--- src/rtl/button_conditioner.sv ---
// Conditions four active-low board buttons into debounced levels and one-hot,
// single-cycle press requests issued in priority order with a lockout gap.
module button_conditioner #(
  parameter int DEBOUNCE_CYCLES = 500000,
  parameter int LOCKOUT_CYCLES  = 16
) (
  input  logic       clk,
  input  logic       rst_n,
  input  logic [3:0] buttons_n,
  output logic [3:0] buttons_pressed,
  output logic [3:0] buttons_level,
  output logic [3:0] pending
);

  localparam int CNT_W  = $clog2(DEBOUNCE_CYCLES);
  localparam int HOLD_W = $clog2(LOCKOUT_CYCLES + 1);
  localparam logic [CNT_W-1:0]  CNT_LAST  = CNT_W'(DEBOUNCE_CYCLES - 1);
  localparam logic [HOLD_W-1:0] HOLD_LOAD = HOLD_W'(LOCKOUT_CYCLES);
  localparam logic [HOLD_W-1:0] HOLD_ONE  = HOLD_W'(1);

  typedef enum logic {IDLE, HOLD} state_t;

  logic [3:0]        sync1_reg, sync2_reg;
  logic [3:0]        level_bits;
  logic [3:0]        rise;
  logic [3:0]        pending_reg, pending_next;
  logic [3:0]        pressed_reg, pressed_next;
  logic [3:0]        issue;
  logic [HOLD_W-1:0] hold_reg, hold_next;
  state_t            state_reg, state_next;

  // Inverted on entry so a cleared synchronizer already reads as released.
  always_ff @(posedge clk) begin
    if (!rst_n) begin
      sync1_reg <= '0;
      sync2_reg <= '0;
    end else begin
      sync1_reg <= ~buttons_n;
      sync2_reg <= sync1_reg;
    end
  end

  genvar gi;
  generate
    for (gi = 0; gi < 4; gi++) begin : g_debounce
      logic [CNT_W-1:0] cnt_reg;
      logic             lvl_reg;

      always_ff @(posedge clk) begin
        if (!rst_n) begin
          cnt_reg <= '0;
          lvl_reg <= 1'b0;
        end else if (sync2_reg[gi] == lvl_reg) begin
          cnt_reg <= '0;
        end else if (cnt_reg == CNT_LAST) begin
          lvl_reg <= sync2_reg[gi];
          cnt_reg <= '0;
        end else begin
          cnt_reg <= cnt_reg + CNT_W'(1);
        end
      end

      // Capture fires on the same edge the debounced level goes high.
      assign rise[gi]       = sync2_reg[gi] & ~lvl_reg & (cnt_reg == CNT_LAST);
      assign level_bits[gi] = lvl_reg;
    end
  endgenerate

  always_ff @(posedge clk) begin
    if (!rst_n) begin
      state_reg   <= IDLE;
      hold_reg    <= '0;
      pending_reg <= '0;
      pressed_reg <= '0;
    end else begin
      state_reg   <= state_next;
      hold_reg    <= hold_next;
      pending_reg <= pending_next;
      pressed_reg <= pressed_next;
    end
  end

  always_comb begin
    state_next   = state_reg;
    hold_next    = hold_reg;
    pressed_next = '0;
    issue        = '0;
    case (state_reg)
      IDLE: begin
        if (pending_reg != '0) begin
          if (pending_reg[3])      issue = 4'b1000;
          else if (pending_reg[2]) issue = 4'b0100;
          else if (pending_reg[1]) issue = 4'b0010;
          else                     issue = 4'b0001;
          pressed_next = issue;
          hold_next    = HOLD_LOAD;
          state_next   = HOLD;
        end
      end
      HOLD: begin
        hold_next = hold_reg - HOLD_ONE;
        if (hold_reg == HOLD_ONE) state_next = IDLE;
      end
      default: state_next = IDLE;
    endcase
    // A fresh capture landing on the issuing edge keeps the bit set.
    pending_next = (pending_reg & ~issue) | rise;
  end

  assign buttons_pressed = pressed_reg;
  assign buttons_level   = level_bits;
  assign pending         = pending_reg;

endmodule

--- config.mk ---
export PLATFORM = sky130hd
export DESIGN_NAME = button_conditioner
export DESIGN_NICKNAME = d
export VERILOG_FILES = /design/src/rtl/button_conditioner.sv
export SDC_FILE = /design/constraint.sdc
export NUM_CORES = 1
export LEC_CHECK = 0
export CAP_MARGIN = 10
export CORE_MARGIN = 2
export CORE_UTILIZATION = 56
export CTS_BUF_LIST = sky130_fd_sc_hd__clkbuf_8 sky130_fd_sc_hd__clkbuf_16
export DETAILED_ROUTE_END_ITERATION = 10
export HOLD_SLACK_MARGIN = 0.1
export PLACE_DENSITY = 0.77
export SYNTH_ARGS = -nofsm -noshare
export SYNTH_HDL_FRONTEND = slang
export SYNTH_SLANG_ARGS = --single-unit
--- constraint.sdc ---
create_clock -name clk -period 3.6 [get_ports clk]
set_clock_uncertainty 0.15 [all_clocks]
set_input_delay 0.72 -clock clk [delete_from_list [all_inputs] [get_ports clk]]
set_output_delay 0.72 -clock clk [all_outputs]
set_load 0.03 [all_outputs]
# Yosys cells after proc, flatten, opt, wreduce, memory -nomap -nowiden
# Cells that the tools add are included.
word_totals:
  regBits: 102
  elab_cells: 70
  input_bits: 6
  out_inout_bits: 12
classes:
  n_mux: 10
  bitwise: 22
  n_addsub: 5
  n_reduce_logical: 9
  eq_ne: 10
ops:
  columns: ["op", "count"]
  rows:
  - ["adder 19 x 1 -> 19 bit (second input constant)", 4]
  - ["equality test 19 bit (second input constant)", 4]
  - ["2-to-1 mux 4 bit", 3]
  - ["OR reduction 3 bit", 4]
  - ["inverter 1 bit", 10]
  - ["one-hot mux 5 bit (2 select lines)", 1]
  - ["AND 1 bit", 8]
  - ["inverter 4 bit", 2]
  - ["AND reduction 2 bit", 4]
  - ["equality test 5 x 1 -> 1 bit (second input constant)", 1]
  - ["2-to-1 mux 5 bit", 1]
  - ["subtractor 5 x 1 -> 5 bit (second input constant)", 1]
  - ["AND 4 bit", 1]
  - ["equality test 1 bit", 4]
  - ["bitwise OR 4 bit", 1]
  - ["nonzero test 4 bit", 1]
  - ["2-to-1 mux 3 bit", 1]
  - ["2-to-1 mux 1 bit", 2]
  - ["2-to-1 mux 2 bit", 1]
  - ["inequality test 2 bit (second input constant)", 1]
  - ["one-hot mux 1 bit (2 select lines)", 1]

# Depth between registers and ports, before layout
# Gate-level depths: netlist of run 1.
depth:
  depth_word: 8
  mapped_depth: 7

# Worst setup path after synthesis of run 1
# No wires, ideal clock.
synth_path:
  kind: "flip-flop to flip-flop"
  startpoint: "reg g_debounce[2].cnt_reg[0]"
  endpoint: "reg g_debounce[2].cnt_reg[18]"
  slack_ns: 1.688
  stages_incl_launch_ff: 6
  n_path_buf: 0
  setup_time_ns: 0.070
  arrival_time_ns: 1.693
  path_cell_list: "dfxtp_1 > ha_1 > nand4_1 > nor4_1 > or4b_1 > a21oi_1"
synth_between:
  elab_chain_cells: 2
synth_lines:
  columns: ["element", "line_no", "text"]
  rows:
  - ["from (decl)", "46", "logic [CNT_W-1:0] cnt_reg;"]
  - ["from (signal assigned)", "59", "cnt_reg <= cnt_reg + CNT_W'(1);"]
  - ["branches (longest 2 deep; another with adder 19 x 1 -> 19 bit)", null, null]
# Parallel ways; which one is timed is not known.
# A chain may end at the register's enable or synchronous reset.

# Worst setup path in the final report of run 1
layout_path:
  startpoint: "in rst_n"
  endpoint: "reg g_debounce[2].cnt_reg[15]"
layout_between:
  elab_chain_cells: 2
layout_lines:
  columns: ["element", "line_no", "text"]
  rows:
  - ["from (decl)", "8", "input logic rst_n,"]
  - ["inverter 1 bit (no line)", null, null]
  - ["OR reduction 3 bit (no line)", null, null]
# Every way passes these cells.

==> flow_summary.json, run 1 <==
{
  "synth_top_family_by_area": "simple AND/OR/NAND/NOR gates",
  "cp.required_ns": 3.74,
  "drive_gt1_frac": 0.04934,
  "synth_ff_type": "dfxtp_1",
  "wl_per_cell_microns": 13.07,
  "avgSynthCellArea_sq_um": 8.851,
  "power_density_nw_per_um2": 378.0,
  "largest_register_ffs": 76,
  "grt-ovfl-total": 0,
  "worst_ir_drop_vdd_uv": 202.7,
  "fin_crit_ns": 2.506,
  "numCtsBuffers": 9,
  "final_cell_mix": "dfxtp_1 (102), nor2_1 (82), nand2_1 (34)",
  "fill_cells": 710,
  "fin_crit_sh": 0.6961,
  "critPathMaxFanout": 19,
  "finalHoldViolations": 0,
  "grt_usage": 0.2031,
  "post_cts_resized": 0,
  "p_sw_mw": 0.3869,
  "cts_root_buf": "clkbuf_8",
  "pwr-share-comb": 0.014,
  "firstDrtPassIters": 4,
  "rsz0062_at_grt": "false",
  "antenna_cells": 0,
  "relSlewSlack": 0.4884,
  "p_leak_nw": 1.507,
  "clockBufferDepth": 2,
  "utilization": 0.6309,
  "status": "complete, no violations",
  "grt_pass1_vias": 3419,
  "clkSlewWorstSetupHoldPaths_ns": 0.09,
  "port_buffers": 17,
  "async_reset_ff_frac": 0,
  "synthDistinctLibCells": 53,
  "finalSetupViolations": 0,
  "synth_fp_nets": 531,
  "syn-cell-area_sq_um": 4558,
  "pwr-share-clk": 0.375,
  "viasPerCell": 5.752,
  "arrival_ns": 2.64,
  "cts_sinks": 102,
  "yosys.area_share.simple": 0.3022,
  "p_seq_frac": 0.610,
  "worstMarginPinSlew_ns": 0.7673,
  "postCtsSetupBuffers": 0,
  "grt_pass1_wl_microns": 14750,
  "wl_microns": 8220,
  "drc_errors": 0,
  "die_w_microns": 94.22,
  "tritoncts": "done",
  "row_count": 32,
  "area_growth_syn_to_layout_pct": 8.070,
  "worstSetupPathType": "in2reg",
  "synth_seq_area_share": 0.4480,
  "ys_warn_count": 0,
  "ys_ff_latch": 102,
  "synth_cells": 515,
  "initial_utilization": 0.5838,
  "h-tree-depth": 3,
  "first_iter_violations": 148,
  "place_congestion": 0.8791,
  "synth_edf_count": 0,
  "synth_compound_area_frac": 0.07192,
  "synthMuxAreaShare": 0.002196,
  "num_io_pins": 18,
  "max_freq_mhz": 399.1,
  "postRouteAntennaNets": 0,
  "synth-xor-area-share": 0.1057,
  "swShare": 0.2078,
  "dieArea_sq_um": 8877,
  "die_y_microns": 94.22,
  "maxSlewViolCount": 0,
  "final_common_cell": "dfxtp_1",
  "fin_tns_setup_ns": 0,
  "end_kind": "flip-flop",
  "clock_latency_ns": 0.36,
  "seqCellArea_sq_um": 2042,
  "hp-class": "reg2reg",
  "antenna_found_initial": 0,
  "internal_power_mw": 1.475,
  "nNetsFinal": 539,
  "synth_fa_ha_area_frac": 0.02745,
  "dp_hpwl_microns": 5773,
  "worstSetupStartpointType": "input pin",
  "ctsHoldBuffers": 0,
  "multiInputGateArea_sq_um": 2322,
  "core_area_sq_um": 7807,
  "vias": 3618,
  "grt_max_degree": 20,
  "drv_cap": 0
}
==> final cells by class <==
type                    instances  share of cell area
repair buffers                 18             0.03607
inverters                      18             0.01372
well taps                     102             0.02591
clock inverters                 5             0.01041
clock buffers                  10             0.02794
multi-input cells             374              0.4714
flip-flops and latches        102              0.4145
==> final timing paths <==
check / start / end / slack [ns] / cells past startpoint
worst min register to register: sync1_reg[3] / sync2_reg[3] / 0.28 / 1
worst max-delay path: rst_n / g_debounce[2].cnt_reg[15] / 1.09 / 5
worst min-delay path: sync1_reg[3] / sync2_reg[3] / 0.28 / 1
worst max register to register: g_debounce[0].cnt_reg[9] / g_debounce[0].cnt_reg[6] / 1.37 / 4
==> power groups by stage <==
stage | clock network, mW | registers [mW] | logic [mW]
final | 0.699 | 1.14 | 0.0270
after global routing | 0.765 | 1.14 | 0.0306
after CTS | 0.724 | 1.14 | 0.0278
after detailed placement | 0 | 1.16 | 0.0276
after global placement | 0 | 1.16 | 0.0265
after floorplan | 0 | 1.16 | 0.0179
==> cell usage after synthesis, types with 3 or more instances <==
master	n	area, sq um
a21oi_1	17	85.08
and2_1	7	43.79
and3_1	8	50.05
and4_1	7	61.31
buf_2	4	20.02
buf_4	5	37.54
buf_6	3	33.78
clkbuf_1	8	30.03
dfxtp_1	102	2042
ha_1	10	125.1
inv_1	17	63.81
nand2_1	34	127.6
nand3_1	27	135.1
nand4_1	25	156.4
nor2_1	82	307.8
nor3_1	14	70.07
nor4_1	19	118.9
o21ai_0	6	30.03
o31ai_1	10	75.07
o41ai_1	3	26.28
or3_1	4	25.02
or4_1	10	75.07
or4b_1	3	30.03
xnor2_1	28	245.2
xor2_1	27	236.5
==> cell families (layout without fill, tap and decap cells) <==
kind of cell,after synthesis,count (layout)
buffers and inverters,39,51
adder cells (fa/ha/maj),10,10
multiplexers,1,1
flip-flops,102,102
AND/OR/NAND/NOR,259,259
XOR/XNOR,55,55
AO/OA/AOI/OAI,49,49
==> through the flow <==
| step | area [sq um] | setup slack [ns] | power, mW | hold WS [ns] | std cells |
|---|---|---|---|---|---|
| 2_1_floorplan | 4558 | 1.688 | 1.179 | 0.2619 | 515 |
| 3_3_place_gp | 4737 | 0.7654 | 1.189 | 0.2652 | 614 |
| 3_5_place_dp | 4737 | 0.6928 | 1.190 | 0.2703 | 614 |
| 4_1_cts | 4926 | 1.060 | 1.887 | 0.2876 | 629 |
| 5_1_grt | 4926 | 0.9328 | 1.932 | 0.2893 | 629 |
| 6_report | 4926 | 1.094 | 1.862 | 0.2824 | 629 |
==> per-layer routing <==
metal / GRT usage / part of all wire
met5: 0 / 0
met4: 0.06401 / 0.0069
met2: 0.3458 / 0.48
met1: 0.2566 / 0.49
met3: 0.04334 / 0.029
==> worst max-delay path: stages <==
cell and delay, ns:
clkdlybuf4s50_1 0.46, buf_4 0.20, clkinv_1 0.42, a211o_1 0.62, a21oi_1 0.21
No activity file was read; power rests on OpenSTA's default activity.
==> inputs of run 2 (changes only) <==
Settings changed: CORE_UTILIZATION 56 to 54, PLACE_DENSITY 0.77 to 0.78.
Clock period 3.6 ns to 2.01 ns, I/O delays scaled along.
==> run 2 against run 1 <==
Effect of this change:
- via count is 4.5% higher
- global-route usage is 1.2 points higher
- worst hold slack better by 0.0085 ns
- register-to-register slack worse by 1.3 ns
- flip-flop and latch count stayed put
- worst setup slack worse by 1.0 ns
- count of clock-buffer cells in the layout stayed put
- first-iteration DRC count is 11% lower
- clock power is 120% higher
- wire length is 12% higher
- critical endpoint is now buttons_level[0]
- design area is 7.5% higher
==> flow_summary.json, run 2 (synthesis results as in run 1) <==
{
  "dieArea_sq_um": 9192,
  "die_y_microns": 95.88,
  "tritoncts": "done",
  "port_buffers": 17,
  "max_freq_mhz": 508.8,
  "drc_errors": 0,
  "first_iter_violations": 131,
  "cts_sinks": 102,
  "arrival_ns": 1.41,
  "drv_cap": 0,
  "min_from": "sync1_reg[0]",
  "grt_pass1_wl_microns": 15670,
  "ctsHoldBuffers": 0,
  "drive_gt1_frac": 0.1139,
  "fin_tns_setup_ns": 0,
  "grt-ovfl-total": 0,
  "grt_usage": 0.2151,
  "firstDrtPassIters": 4,
  "finalHoldViolations": 0,
  "final_cell_mix": "dfxtp_1 (102), nor2_1 (82), nand2_1 (34)",
  "core_area_sq_um": 8217,
  "viasPerCell": 5.669,
  "row_count": 33,
  "dp_cells": 651,
  "area_growth_syn_to_layout_pct": 16.20,
  "clock_latency_ns": 0.37,
  "r2r-end": "g_debounce[2].cnt_reg[18]",
  "dp_hpwl_microns": 6435,
  "status": "complete, no violations",
  "layout_setup_ws_ns": 0.04476,
  "wl_per_cell_microns": 13.85,
  "cp.required_ns": 1.46,
  "h-tree-depth": 3,
  "finalSetupViolations": 0,
  "crit_slowest_cell": "clkdlybuf4s50_1",
  "min_to": "sync2_reg[0]",
  "dp_slack_ns": 0.08704,
  "die_w_microns": 95.88,
  "rsz0062_at_grt": "false",
  "worstMarginPinSlew_ns": 0.3758,
  "fin_crit_sh": 0.9777,
  "stdcell_count": 667,
  "r2r_slack_ns": 0.08,
  "utilization": 0.6446,
  "nNetsFinal": 573,
  "crit_buf_inv": 1,
  "worst_ir_drop_vdd_uv": 289.0,
  "path_delay_family": "buffers and inverters",
  "path_cells": "clkdlybuf4s50_1",
  "hold_depth": 1,
  "clockBufferDepth": 2,
  "power_density_nw_per_um2": 690.0,
  "num_io_pins": 18,
  "antenna_cells": 0,
  "postRouteAntennaNets": 0,
  "grt_max_degree": 20,
  "relSlewSlack": 0.7471,
  "hp-class": "reg2reg",
  "critical-path-max-stage-delay_ns": 0.68,
  "regToRegStartpoint": "g_debounce[2].cnt_reg[1]",
  "end_kind": "output pin",
  "place_congestion": 0.8727,
  "initial_utilization": 0.5547,
  "grt_pass1_vias": 3514,
  "vias": 3781,
  "maxSlewViolCount": 0,
  "worstSetupStartpointType": "flip-flop",
  "antenna_found_initial": 0,
  "fin_crit_ns": 1.965,
  "largest_register_ffs": 76,
  "final_common_cell": "dfxtp_1",
  "critPathMaxFanout": 2,
  "worstSetupPathType": "reg2out",
  "p_leak_nw": 1.791,
  "r2r_cells": 5,
  "cts_root_buf": "clkbuf_8",
  "numCtsBuffers": 9,
  "clkSlewWorstSetupHoldPaths_ns": 0.09,
  "total_power_mw": 3.654,
  "wl_microns": 9240
}
## run 2: worst max-delay path by stage
stage                                         from                   endpoint  slack, ns  cells after the start
after floorplan           g_debounce[2].cnt_reg[0]  g_debounce[2].cnt_reg[18]        0.1                      5
after global placement                       rst_n  g_debounce[2].cnt_reg[16]       0.12                      6
after detailed placement  g_debounce[2].cnt_reg[1]  g_debounce[2].cnt_reg[18]       0.09                      5
after CTS                    g_debounce[2].lvl_reg           buttons_level[2]      0.003                      1
after global routing      g_debounce[2].cnt_reg[1]  g_debounce[2].cnt_reg[18]      0.004                      5
final                        g_debounce[0].lvl_reg           buttons_level[0]       0.04                      1
## run 2: per-stage QoR
stage	hold slack (ns)	instance area, sq um
5_1_grt	0.3179	5296
6_report	0.2909	5296
2_1_floorplan	0.2619	4558
4_1_cts	0.2919	5278
3_5_place_dp	0.2700	5034
3_3_place_gp	0.2656	5034
## run 2: layout make-up
| type | count | area [sq um] |
|---|---|---|
| Inverter | 18 | 67.56 |
| Clock inverter | 6 | 110.1 |
| Tap cell | 105 | 131.4 |
| Fill cell | 668 | 2920 |
| Clock buffer | 10 | 137.6 |
| Timing Repair Buffer | 52 | 474.2 |
| Multi-Input combinational cell | 374 | 2333 |
| Sequential cell | 102 | 2042 |
## run 2: metal layers
metal | wire (microns) | global-route usage | vias up
met1 | 4328 | 0.2789 | 1783
met4 | 199 | 0.1024 | 0
li1 | - | - | 1908
met5 | 0 | 0 | -
met3 | 302 | 0.03524 | 19
met2 | 4411 | 0.3491 | 71
## run 2: power breakdown
group / internal (mW) / switching, mW
Sequential: 2.03 / 0.00553
Combinational: 0.0303 / 0.0342
Clock: 0.859 / 0.697
Total: 2.92 / 0.736
## run 2: timing repair
action,CTS,global route
buffers inserted,0,0
gates resized for setup,3,6
endpoints found under the setup margin,3,11
pin swaps,0,1
==> patch 1, RTL diff (flow settings as in run 2) <==
Take the reset off `pending_reg` and load it in a clocked block of its own.
--- a/src/rtl/button_conditioner.sv
+++ b/src/rtl/button_conditioner.sv
@@ -72,3 +72,2 @@
       hold_reg    <= '0;
-      pending_reg <= '0;
       pressed_reg <= '0;
@@ -77,5 +76,8 @@
       hold_reg    <= hold_next;
-      pending_reg <= pending_next;
       pressed_reg <= pressed_next;
     end
+  end
+
+  always_ff @(posedge clk) begin
+    pending_reg <= pending_next;
   end
Check against the original RTL: same outputs for any inputs over 10 cycles, from zero or initial values and one cycle with rst_n low; that may be too few to reach the edited logic, so the function may still have changed.
==> patch 1 against run 2 <==
  * The flow now finishes with violations (setup timing)
  * Cell area decreased by 0.43%
  * Area after synthesis shrank 1.9%
  * Sequential cell count is the same
  * Setup slack got worse by 0.067 ns
  * Critical path depth increased by 3
  * Via count fell by 3.2%
  * Wire length shrank 7.5%
  * Total power shrank 10%
  * First-iteration DRC count shrank 15%
  * Largest cell class unchanged
==> patch 1: results (changes against run 2) <==
stage,metric,value,unit,change
global_routing,met2 usage,34.10,%,-0.81 points
pwr,Leakage,0.001755,uW,-2.0%
layout,Layout clock area frac,3.535,%,-1.1 points
synthesis,"top cells by area, synth","dfxtp_1 46%, xnor2_1 7.4%, nor2_1 7.2%",,
placement,HPWL Detailed,6.000,mm,-6.8%
layout,signal buffers share of area,10.11,%,+1.2 points
outcome,status,"complete, but fails checks",,
layout,layout cells sized above 1,13.93,%,+2.5 points
synthesis,Mapped Avg Cell Area,8.783,um^2,-0.77%
pwr,Max IR drop VDD,458.3,uV,+59%
sta,final setup violation count,5,,+5
sta,Worst Tran Pin Value,0.4154,ns,+0.03955 ns
drt,Total Wirelength,8.550,mm,-7.5%
sta,setup tns final,-0.03987,ns,-0.03987 ns
synthesis,sequential-to-total area share from yosys stat,45.68,%,+0.88 points
global_routing,met1 track demand over resource,24.63,%,-3.3 points
layout,fin area,5274,um^2,-0.43%
layout,Post-layout nets,578,,+0.87%
synthesis,Compound-Gate Fraction of Synth Area,8.032,%,+0.84 points
layout,fin cells,672,,+0.75%
drt,met1 wire length,4.034,mm,-6.8%
layout,filler cell count,658,,-1.5%
layout,Plain + repair buffers,60,,+15%
drt,Met2 Wirelength,4.126,mm,-6.5%
synthesis,mux share of post-synthesis cell area,0.8956,%,+0.68 points
layout,Inverters,23,,+5
outcome,failing checks,setup timing,,
global_routing,Total Routing Usage GR,19.83,%,-1.7 points
sta,Setup WS post-layout,-0.02229,ns,-0.06705 ns
drt,met3 wire len,313,um,+3.6%
synthesis,most frequent cells after synthesis,"102 x dfxtp_1, 86 x nor2_1, 38 x xnor2_1",,
global_routing,Global Route met3 Usage,5.267,%,+1.7 points
synthesis,total nets after synthesis,525,,-1.1%
synthesis,xor/xnor share of the synthesized area,9.992,%,-0.58 points
layout,clock buffers,11,,+1
worst_setup_path,worst r2r src,g_debounce[3].cnt_reg[11]$_SDFF_PP0_,,
drt,number of DRC markers in iteration 0,111,,-15%
synthesis,post-synthesis adder-cell area fraction,2.799,%,+0.054 points
layout,footprint of the multi-input gates,2290,um^2,-1.9%
[patch 1: changes by cell type after synthesis, moves of 4 or more]
| cell | run 2 | this run |
|---|---|---|
| xor2_1 | 27 | 13 |
| xnor2_1 | 28 | 38 |
| nand4_1 | 25 | 18 |
| inv_1 | 17 | 23 |
| nor2_1 | 82 | 86 |
| nor3_1 | 14 | 18 |
| nor4b_1 | 2 | 6 |
[patch 1: where the power goes]
| group | internal, uW | switching, uW | total [uW] |
|---|---|---|---|
| registers | 2030 | 4.75 | 2030 |
| clock network | 518 | 666 | 1180 |
| logic | 28.9 | 33.7 | 62.5 |
[patch 1: timing repair]
| action | in CTS | in global routing |
|---|---|---|
| cloned | 0 | 0 |
| pin swaps | 1 | 2 |
| setup endpoints to repair | 6 | 55 |
| resized for setup | 5 | 12 |
| setup buffers | 3 | 0 |
[patch 1: worst max-delay path, stage by stage, from the launching register on]
cell     delay (ns)
dfxtp_2        0.33
or4b_1         0.52
or4b_4         0.54
buf_4          0.17
o41ai_2        0.25
==> patch 2, RTL diff (flow settings as in run 2) <==
Made on the original files. The parameter `LOCKOUT_CYCLES` goes from 16 to 32.
--- a/src/rtl/button_conditioner.sv
+++ b/src/rtl/button_conditioner.sv
@@ -4,3 +4,3 @@
   parameter int DEBOUNCE_CYCLES = 500000,
-  parameter int LOCKOUT_CYCLES  = 16
+  parameter int LOCKOUT_CYCLES  = 32
 ) (
Check against the original RTL: same outputs for any inputs over 10 cycles, from zero or initial values and one cycle with rst_n low; that may be too few to reach the edited logic, so the function may still have changed.
==> patch 2 against run 2 <==
  * Area after synthesis down 0.38%
  * Critical path type unchanged
  * Sequential cell count grew 1
  * Largest power group unchanged
  * Total power fell by 4.9%
  * Cell area is 1.9% lower
  * Setup slack better by 0.019 ns
  * Wire length down 2.8%
  * First-iteration DRC count is 9.2% higher
  * Register-to-register slack hardly changed
  * Die area down 0.36%
==> patch 2: results (changes against run 2) <==
stage,metric,value,unit,change
clock_network,clock insertion delay at the later pin of the skew report,0.35,ns,-0.02 ns
global_routing,met1 track demand over resource,24.46,%,-3.4 points
worst_hold_path,Min-Delay Startpoint,sync1_reg[1]$_SDFF_PN0_,,
layout,filler cell count,688,,+3.0%
outcome,status,"finished, final reports clean",,
worst_setup_path,Crit Path Max Fanout,3,,+1
global_routing,Total Routing Usage GR,20.90,%,-0.61 points
synthesis,sequential-to-total area share from yosys stat,45.41,%,+0.61 points
global_routing,first-pass GRT wire length,15.28,mm,-2.5%
worst_setup_path,worst r2r src,g_debounce[0].cnt_reg[6]$_SDFF_PP0_,,
placement,area of placed instances,4954,um^2,-1.6%
synthesis,most frequent cells after synthesis,"103 x dfxtp_1, 72 x nor2_1, 32 x nand2_1",,
pwr,Leakage,0.001718,uW,-4.1%
synthesis,total nets after synthesis,528,,-0.56%
worst_hold_path,WHS Endpoint,sync2_reg[1]$_SDFF_PN0_,,
sta,Worst Tran Pin Value,0.4321,ns,+0.05627 ns
pwr,Max IR drop VDD,373.8,uV,+29%
worst_setup_path,reg2reg path depth,6,,+1
placement,routability cong.,0.8363,,-4.2%
synthesis,distinct cell type count after synthesis,41,,-23%
layout,layout cells sized above 1,11.57,%,+0.19 points
drt,Total Wirelength,8.979,mm,-2.8%
worst_setup_path,CP Data Arrival Time,1.39,ns,-0.02 ns
worst_setup_path,worst r2r dst,g_debounce[0].cnt_reg[18]$_SDFF_PP0_,,
drt,number of DRC markers in iteration 0,143,,+9.2%
global_routing,number of global-route vias before repair,3569,,+1.6%
-- patch 2: layout make-up --
type / instances / area, um^2 / area share [%]
Multi-Input combinational cell: 368 / 2311 / 44.47
Sequential cell: 103 / 2063 / 39.71
Timing Repair Buffer: 45 / 400.4 / 7.705
Tap cell: 105 / 131.4 / 2.528
Clock buffer: 9 / 123.9 / 2.384
Clock inverter: 7 / 87.58 / 1.686
Inverter: 21 / 78.83 / 1.517
-- patch 2: timing repair --
action,CTS,global route
gates resized for setup,4,13
endpoints found under the setup margin,4,43
hold endpoints to repair,0,0
-- patch 2: stage by stage --
step	hold slack [ns]	std cells	setup slack (ns)	setup TNS [ns]	total power, uW
2_1_floorplan	0.2619	512	0.06669	0	2135
4_1_cts	0.3000	658	0.004806	0	3518
6_report	0.2919	658	0.06350	0	3477
3_5_place_dp	0.2679	642	-0.04277	-0.1158	2160
3_3_place_gp	0.2638	642	0.03208	0	2158
5_1_grt	0.3062	658	-0.005199	-0.005199	3607
-- patch 2: where the power goes --
| group | internal [uW] | total [uW] | switching (uW) | leakage, uW |
|---|---|---|---|---|
| sequential | 2050 | 2050 | 5.25 | 0.000832 |
| combinational | 26.4 | 58.9 | 32.4 | 0.000771 |
| clock | 695 | 1360 | 669 | 0.000115 |
-- patch 2: layer usage --
metal,vias to the layer above,part of all wire [%]
met3,7,3.4
met4,0,0.82
met2,61,52
met5,-,0
met1,1740,44
li1,1865,-
-- patch 2: cells by family (layout without fill, tap and decap cells) --
kind of cell	count (synthesis)	count (layout)	synth area share, %
buf+inv	41	82	4.464
fa+ha+maj	10	10	2.756
flops	103	103	45.41
xor+xnor	46	46	8.873
simple gates	244	244	29.37
compound gates	66	66	8.680
mux	2	2	0.4409
-- patch 2: worst max-delay path by stage --
stage / startpoint / endpoint / slack [ns]
after global placement: rst_n / g_debounce[3].cnt_reg[4]$_SDFF_PP0_ / 0.03
after CTS: g_debounce[2].cnt_reg[0]$_SDFF_PP0_ / g_debounce[2].cnt_reg[18]$_SDFF_PP0_ / 0.005
after detailed placement: rst_n / g_debounce[3].cnt_reg[2]$_SDFF_PP0_ / -0.04
after floorplan: g_debounce[2].cnt_reg[0]$_SDFF_PP0_ / g_debounce[2].cnt_reg[11]$_SDFF_PP0_ / 0.07
after global routing: g_debounce[0].cnt_reg[0]$_SDFF_PP0_ / g_debounce[0].cnt_reg[18]$_SDFF_PP0_ / -0.005
final: g_debounce[0].lvl_reg$_SDFFE_PN0P_ / buttons_level[0] / 0.06
